File: src/rtl/scoreboard_if.sv
// Issue/writeback/status bundle between the decode stage and the register scoreboard.
`timescale 1ns/1ps
interface scoreboard_if #(
  parameter int unsigned REG_ADDR_W = 5,
  parameter int unsigned NUM_REGS   = 32
);
  logic                  issue_valid;
  logic                  issue_ready;
  logic [REG_ADDR_W-1:0] issue_rs1;
  logic [REG_ADDR_W-1:0] issue_rs2;
  logic [REG_ADDR_W-1:0] issue_rd;
  logic                  issue_rd_we;
  logic                  issue_uses_rs2;
  logic                  wb_valid;
  logic [REG_ADDR_W-1:0] wb_rd;
  logic                  flush;
  logic [NUM_REGS-1:0]   busy_vec;
  logic [15:0]           stall_cycles;

  // Decode/writeback side: drives requests, observes readiness and status.
  modport master (
    output issue_valid, issue_rs1, issue_rs2, issue_rd, issue_rd_we, issue_uses_rs2,
    output wb_valid, wb_rd, flush,
    input  issue_ready, busy_vec, stall_cycles
  );

  // Scoreboard side.
  modport slave (
    input  issue_valid, issue_rs1, issue_rs2, issue_rd, issue_rd_we, issue_uses_rs2,
    input  wb_valid, wb_rd, flush,
    output issue_ready, busy_vec, stall_cycles
  );
endinterface

File: src/rtl/scoreboard.sv
// Register scoreboard: per-register pending-write counters, issue hazard check
// with writeback bypass, registered busy vector and saturating stall counter.
`timescale 1ns/1ps
module scoreboard #(
  parameter int unsigned REG_ADDR_W = 5,
  parameter int unsigned NUM_REGS   = 32,
  parameter int unsigned CNT_W      = 2
) (
  input  logic clk,
  input  logic rst_n,
  scoreboard_if.slave sb
);

  localparam int unsigned STALL_W = 16;
  localparam logic [CNT_W-1:0]   CNT_MAX   = '1;
  localparam logic [STALL_W-1:0] STALL_MAX = '1;

  logic [CNT_W-1:0]   cnt_q [NUM_REGS];
  logic [CNT_W-1:0]   cnt_d [NUM_REGS];
  logic [NUM_REGS-1:0] busy_q, busy_d;
  logic [STALL_W-1:0]  stall_q, stall_d;

  logic [NUM_REGS-1:0] wb_hit;
  logic [NUM_REGS-1:0] hazard;
  logic [NUM_REGS-1:0] inc_vec;
  logic [NUM_REGS-1:0] dec_vec;
  logic rs1_haz, rs2_haz, rd_full;
  logic ready_c;
  logic fire;

  // Hazard detection; a same-cycle writeback to a register bypasses its hazard.
  always_comb begin
    wb_hit  = '0;
    hazard  = '0;
    rs1_haz = 1'b0;
    rs2_haz = 1'b0;
    rd_full = 1'b0;
    for (int unsigned i = 1; i < NUM_REGS; i++) begin
      wb_hit[i] = sb.wb_valid && (sb.wb_rd == REG_ADDR_W'(i));
      hazard[i] = (cnt_q[i] != '0) && !wb_hit[i];
      if (sb.issue_rs1 == REG_ADDR_W'(i)) rs1_haz = hazard[i];
      if (sb.issue_rs2 == REG_ADDR_W'(i)) rs2_haz = hazard[i];
      if (sb.issue_rd == REG_ADDR_W'(i))
        rd_full = sb.issue_rd_we && (cnt_q[i] == CNT_MAX) && !wb_hit[i];
    end
    ready_c = !rs1_haz && !(sb.issue_uses_rs2 && rs2_haz) && !rd_full;
    fire    = sb.issue_valid && ready_c;
  end

  // Next-state counters: flush wins; simultaneous issue and writeback cancel.
  always_comb begin
    inc_vec = '0;
    dec_vec = '0;
    busy_d  = '0;
    for (int unsigned i = 0; i < NUM_REGS; i++) begin
      cnt_d[i] = cnt_q[i];
    end
    for (int unsigned i = 1; i < NUM_REGS; i++) begin
      inc_vec[i] = fire && sb.issue_rd_we && (sb.issue_rd == REG_ADDR_W'(i));
      dec_vec[i] = wb_hit[i] && (cnt_q[i] != '0);
      if (sb.flush)
        cnt_d[i] = '0;
      else if (inc_vec[i] && !dec_vec[i])
        cnt_d[i] = cnt_q[i] + CNT_W'(1);
      else if (dec_vec[i] && !inc_vec[i])
        cnt_d[i] = cnt_q[i] - CNT_W'(1);
      busy_d[i] = (cnt_d[i] != '0);
    end
    cnt_d[0] = '0;

    stall_d = stall_q;
    if (sb.issue_valid && !ready_c && (stall_q != STALL_MAX))
      stall_d = stall_q + STALL_W'(1);
  end

  // State registers with immediate clear on reset.
  always_ff @(posedge clk or negedge rst_n) begin
    if (!rst_n) begin
      for (int unsigned i = 0; i < NUM_REGS; i++) cnt_q[i] <= '0;
      busy_q  <= '0;
      stall_q <= '0;
    end else begin
      for (int unsigned i = 0; i < NUM_REGS; i++) cnt_q[i] <= cnt_d[i];
      busy_q  <= busy_d;
      stall_q <= stall_d;
    end
  end

  assign sb.issue_ready  = ready_c;
  assign sb.busy_vec     = busy_q;
  assign sb.stall_cycles = stall_q;

endmodule

File: src/flat_wrapper.sv
// flat-port wrapper written by rule: the top's interface ports become plain ports
module scoreboard_flat 
#(
  parameter int unsigned REG_ADDR_W = 5,
  parameter int unsigned NUM_REGS   = 32,
  parameter int unsigned CNT_W      = 2
)
  (clk, rst_n, sb_issue_valid, sb_issue_rs1, sb_issue_rs2, sb_issue_rd, sb_issue_rd_we, sb_issue_uses_rs2, sb_wb_valid, sb_wb_rd, sb_flush, sb_issue_ready, sb_busy_vec, sb_stall_cycles);
  scoreboard_if #(.REG_ADDR_W(REG_ADDR_W), .NUM_REGS(NUM_REGS)) sb_i ();
  input  logic clk;
  input  logic rst_n;
  input wire logic [$bits(sb_i.issue_valid)-1:0] sb_issue_valid;
  input wire logic [$bits(sb_i.issue_rs1)-1:0] sb_issue_rs1;
  input wire logic [$bits(sb_i.issue_rs2)-1:0] sb_issue_rs2;
  input wire logic [$bits(sb_i.issue_rd)-1:0] sb_issue_rd;
  input wire logic [$bits(sb_i.issue_rd_we)-1:0] sb_issue_rd_we;
  input wire logic [$bits(sb_i.issue_uses_rs2)-1:0] sb_issue_uses_rs2;
  input wire logic [$bits(sb_i.wb_valid)-1:0] sb_wb_valid;
  input wire logic [$bits(sb_i.wb_rd)-1:0] sb_wb_rd;
  input wire logic [$bits(sb_i.flush)-1:0] sb_flush;
  output wire logic [$bits(sb_i.issue_ready)-1:0] sb_issue_ready;
  output wire logic [$bits(sb_i.busy_vec)-1:0] sb_busy_vec;
  output wire logic [$bits(sb_i.stall_cycles)-1:0] sb_stall_cycles;
  assign sb_i.issue_valid = sb_issue_valid;
  assign sb_i.issue_rs1 = sb_issue_rs1;
  assign sb_i.issue_rs2 = sb_issue_rs2;
  assign sb_i.issue_rd = sb_issue_rd;
  assign sb_i.issue_rd_we = sb_issue_rd_we;
  assign sb_i.issue_uses_rs2 = sb_issue_uses_rs2;
  assign sb_i.wb_valid = sb_wb_valid;
  assign sb_i.wb_rd = sb_wb_rd;
  assign sb_i.flush = sb_flush;
  assign sb_issue_ready = sb_i.issue_ready;
  assign sb_busy_vec = sb_i.busy_vec;
  assign sb_stall_cycles = sb_i.stall_cycles;
  scoreboard #(.REG_ADDR_W(REG_ADDR_W), .NUM_REGS(NUM_REGS), .CNT_W(CNT_W)) u_core (.clk(clk), .rst_n(rst_n), .sb(sb_i));
endmodule
File: config.mk
export PLATFORM = sky130hd
export DESIGN_NAME = scoreboard_flat
export DESIGN_NICKNAME = d
export VERILOG_FILES = /design/src/rtl/scoreboard_if.sv /design/src/rtl/scoreboard.sv /design/src/flat_wrapper.sv
export SDC_FILE = /design/constraint.sdc
export NUM_CORES = 1
export LEC_CHECK = 0
export ABC_AREA = 1
export BUFFER_PORTS_ARGS = -buffer_cell sky130_fd_sc_hd__buf_4
export CAP_MARGIN = 40
export CELL_PAD_IN_SITES_DETAIL_PLACEMENT = 0
export CELL_PAD_IN_SITES_GLOBAL_PLACEMENT = 1
export CORE_MARGIN = 2
export CORE_UTILIZATION = 47
export DETAILED_ROUTE_END_ITERATION = 10
export PLACE_DENSITY_LB_ADDON = 0.05
export SETUP_SLACK_MARGIN = 0.1
export SLEW_MARGIN = 20
export SYNTH_ARGS = -nofsm -noshare
export SYNTH_HDL_FRONTEND = slang
export SYNTH_SLANG_ARGS = --single-unit
File: constraint.sdc
create_clock -name clk -period 5.7 [get_ports clk]
set_input_delay 1.425 -clock clk [delete_from_list [all_inputs] [get_ports clk]]
set_output_delay 1.425 -clock clk [all_outputs]
set_load 0.05 [all_outputs]
==> results.sh <==
export IMPL_clock_latency_ns=0.37
export IMPL_vdd_drop_max_mv=0.1582
export IMPL_synthCells=1354
export IMPL_grt_antenna_before_repair=0
export IMPL_final_hold_viol_count=0
export IMPL_initial_utilization=0.4779
export IMPL_synth_top_cell_by_area="dfrtp_1"
export IMPL_gp_congestion=0.9991
export IMPL_required_ns=4.28
export IMPL_synth_area_sq_mm=0.008939
export IMPL_cts_hold_buffers=0
export IMPL_fin_crit_ns=5.562
export IMPL_cp_start_kind="input port"
export IMPL_fin_nets=1528
export IMPL_whs_path_depth=1
export IMPL_synth_avg_cell_area_sq_um=6.602
export IMPL_overflow=0
export IMPL_first_pass_iters=6
export IMPL_rsz0062_at_grt="true"
export IMPL_ant_nets=0
export IMPL_row_count=50
export IMPL_fin_hold_ws_ns=0.5094
export IMPL_multiInputGateArea_sq_mm=0.004952
export IMPL_worstSetupPathType="input port to output port"
export IMPL_final_cell_mix="395 x nand2_1, 298 x inv_1, 168 x nand3_1, 109 x dfrtp_1, 103 x nor2_1"
export IMPL_grt_pass1_wl_mm=41.06
export IMPL_dieWidth_microns=141.9
export IMPL_portBuffers=74
export IMPL_yosysSeqAreaShare=0.3052
export IMPL_synth_seq_cells=109
export IMPL_io_pins=76
export IMPL_routedWlPerCell_microns=15.30
export IMPL_drt_iter0_markers=1001
export IMPL_critPathArrivalTime_ns=4.14
export IMPL_yosys_cell_types_count=44
export IMPL_synth_nets=1444
export IMPL_synth_area_leaders="dfrtp_1 31%, nand2_1 17%, inv_1 13%"
export IMPL_synth_top_cell_area_share=0.3052
export IMPL_slew_headroom=0.5209
export IMPL_setup_violations_final=0
export IMPL_setup_ws_ns=0.1376
export IMPL_drcViolationCount=0
export IMPL_end_kind="output port"
export IMPL_dp_slack_ns=0.02573
export IMPL_drive_above_1_share=0.1282
export IMPL_slew_violations=0
export IMPL_clk_pin_slew_ns=0.08
export IMPL_maxCapViolCount=0
export IMPL_vias=8691
export IMPL_grt_max_degree=63
export IMPL_p_leak_uw=0.006103
export IMPL_via_per_inst=5.182
export IMPL_skew_ns=0.01340
export IMPL_final_common_cell="nand2_1"
export IMPL_hold_path_class="flop to flop"
export IMPL_grt_pass1_vias=7897
export IMPL_coreArea_sq_mm=0.01871
export IMPL_status="complete, no violations"
export IMPL_root_buffer="clkbuf_16"
export IMPL_die_area_sq_mm=0.02014
export IMPL_period_share=0.9759
export IMPL_max_freq_mhz=179.8
export IMPL_tns_ns=0
export IMPL_die_h_microns=141.9
export IMPL_worstMarginPinSlew_ns=0.7186
export IMPL_cts_buffers=9
export IMPL_r2r_cells=27
export IMPL_dp_hpwl_mm=20.29
export IMPL_cp_max_fo=5
export IMPL_p_per_area_mw_per_mm2=232.7
export IMPL_n_antenna_cell=0
export IMPL_htreeDepth=3
export IMPL_fill_cells=1925
export IMPL_drt_wl_total_mm=25.66
export IMPL_tritoncts="done"
export IMPL_clk_path_buf_depth=2
export IMPL_seqCellArea_sq_mm=0.002728
export IMPL_grt_usage=0.2607
export IMPL_area_delta_synth_final_pct=14.12
export IMPL_cts_sinks=109
export IMPL_ys_warn_count=0
## per-layer routing
metal / track usage / wire (microns) / share of wire
met5: 0 / 0 / 0
met4: 0.07684 / 590 / 0.023
met3: 0.04354 / 1782 / 0.069
met2: 0.4106 / 11350 / 0.44
met1: 0.3698 / 11930 / 0.46
## state kept, by name (all words and copies together), names as in the netlist
register	cells
u_core.sb.busy_vec	31
u_core.cnt_q	62
u_core.sb.stall_cycles	16
## per-stage QoR
step	total power [uW]	std cells	utilization	area, sq um
4_1_cts	2388	1676	0.5421	10140
5_1_grt	2518	1677	0.5454	10200
6_report	2374	1677	0.5454	10200
3_5_place_dp	1723	1657	0.5240	9802
2_1_floorplan	1476	1354	-	8939
3_3_place_gp	1719	1657	0.5239	9799
## where the power goes
| group | leakage, uW | internal (uW) | total [uW] | switching, uW |
|---|---|---|---|---|
| clock network | 0.000150 | 312 | 650 | 338 |
| logic | 0.00448 | 249 | 810 | 561 |
| registers | 0.00148 | 856 | 914 | 58.1 |
## what timing repair did
item / 4_1_cts / 5_1_grt
cloned: 1 / 0
setup buffers: 2 / 1
endpoints found under the setup margin: 1 / 1
pin swaps: 1 / 4
gates resized for setup: 3 / 15
## layout make-up
| type | instances | share of cell area |
|---|---|---|
| timing repair buffer | 98 | 0.07556 |
| clock buffer | 9 | 0.02208 |
| sequential | 109 | 0.2674 |
| tap | 234 | 0.02870 |
| multi-input combinational | 915 | 0.4855 |
| inverter | 305 | 0.1127 |
| clock inverter | 7 | 0.008095 |
## cells in the mapped netlist
cell / count
nand2_1: 397
inv_1: 299
nand3_1: 171
dfrtp_1: 109
nor2_1: 106
ha_1: 63
nand4_1: 42
o21bai_2: 30
nor3_1: 26
nand3_2: 10
xor2_1: 10
buf_1: 7
clkbuf_1: 7
inv_2: 6
a41oi_1: 5
buf_2: 5
nor2_2: 5
o21ai_0: 5
xnor2_1: 5
buf_4: 4
nor4_1: 4
a21oi_1: 3
nor2_4: 3
or4_1: 3
a31o_2: 2
buf_8: 2
nand2_2: 2
nand3b_1: 2
o2111ai_1: 2
o21bai_1: 2
o32ai_1: 2
o41ai_1: 2
or3_1: 2
a2111oi_0: 1
a21boi_0: 1
a31oi_1: 1
a41o_1: 1
buf_12: 1
conb_1: 1
nand3_4: 1
nor2_8: 1
nor3b_1: 1
o21ai_1: 1
or2_2: 1
## final timing paths
| kind | from | to | slack, ns |
|---|---|---|---|
| max | sb_wb_rd[4] | sb_issue_ready | 0.14 |
| min | u_core.sb.stall_cycles[4]$_DFFE_PN0P_ | u_core.sb.stall_cycles[4]$_DFFE_PN0P_ | 0.51 |
| max reg2reg | u_core.cnt_q[60]$_DFF_PN0_ | u_core.sb.busy_vec[27]$_DFF_PN0_ | 1.82 |
| min reg2reg | u_core.sb.stall_cycles[4]$_DFFE_PN0P_ | u_core.sb.stall_cycles[4]$_DFFE_PN0P_ | 0.51 |
| max in group asynchronous | rst_n | u_core.sb.busy_vec[9]$_DFF_PN0_ | 3.83 |
| min in group asynchronous | rst_n | u_core.sb.busy_vec[25]$_DFF_PN0_ | 0.90 |
## cells by family after synthesis
| group | after synthesis | synth area share |
|---|---|---|
| AND/OR/NAND/NOR | 777 | 0.3849 |
| buffers and inverters | 331 | 0.1457 |
| flip-flops | 109 | 0.3052 |
| adder cells (fa/ha/maj) | 63 | 0.08819 |
| AO/OA/AOI/OAI | 58 | 0.06089 |
| XOR/XNOR | 15 | 0.01470 |
| other | 1 | 0.0004195 |
## critical path: stages
cell and delay [ns]:
buf_8 0.11, nor2_4 0.24, nand3_2 0.14, nand4_1 0.12
nand2_1 0.06, nor2_1 0.10, nand4_1 0.08, nor2_1 0.11
nand4_1 0.13, nor2_1 0.15, nand3_1 0.09, nor2_1 0.09
nand4_1 0.08, nor2_1 0.09, nand4_1 0.10, nor2_1 0.15
nand4_1 0.11, nor2_1 0.10, nand4_1 0.10, nor2_2 0.19
nand3_4 0.13, inv_2 0.09, buf_8 0.14
(Power assumes the default switching activity.)
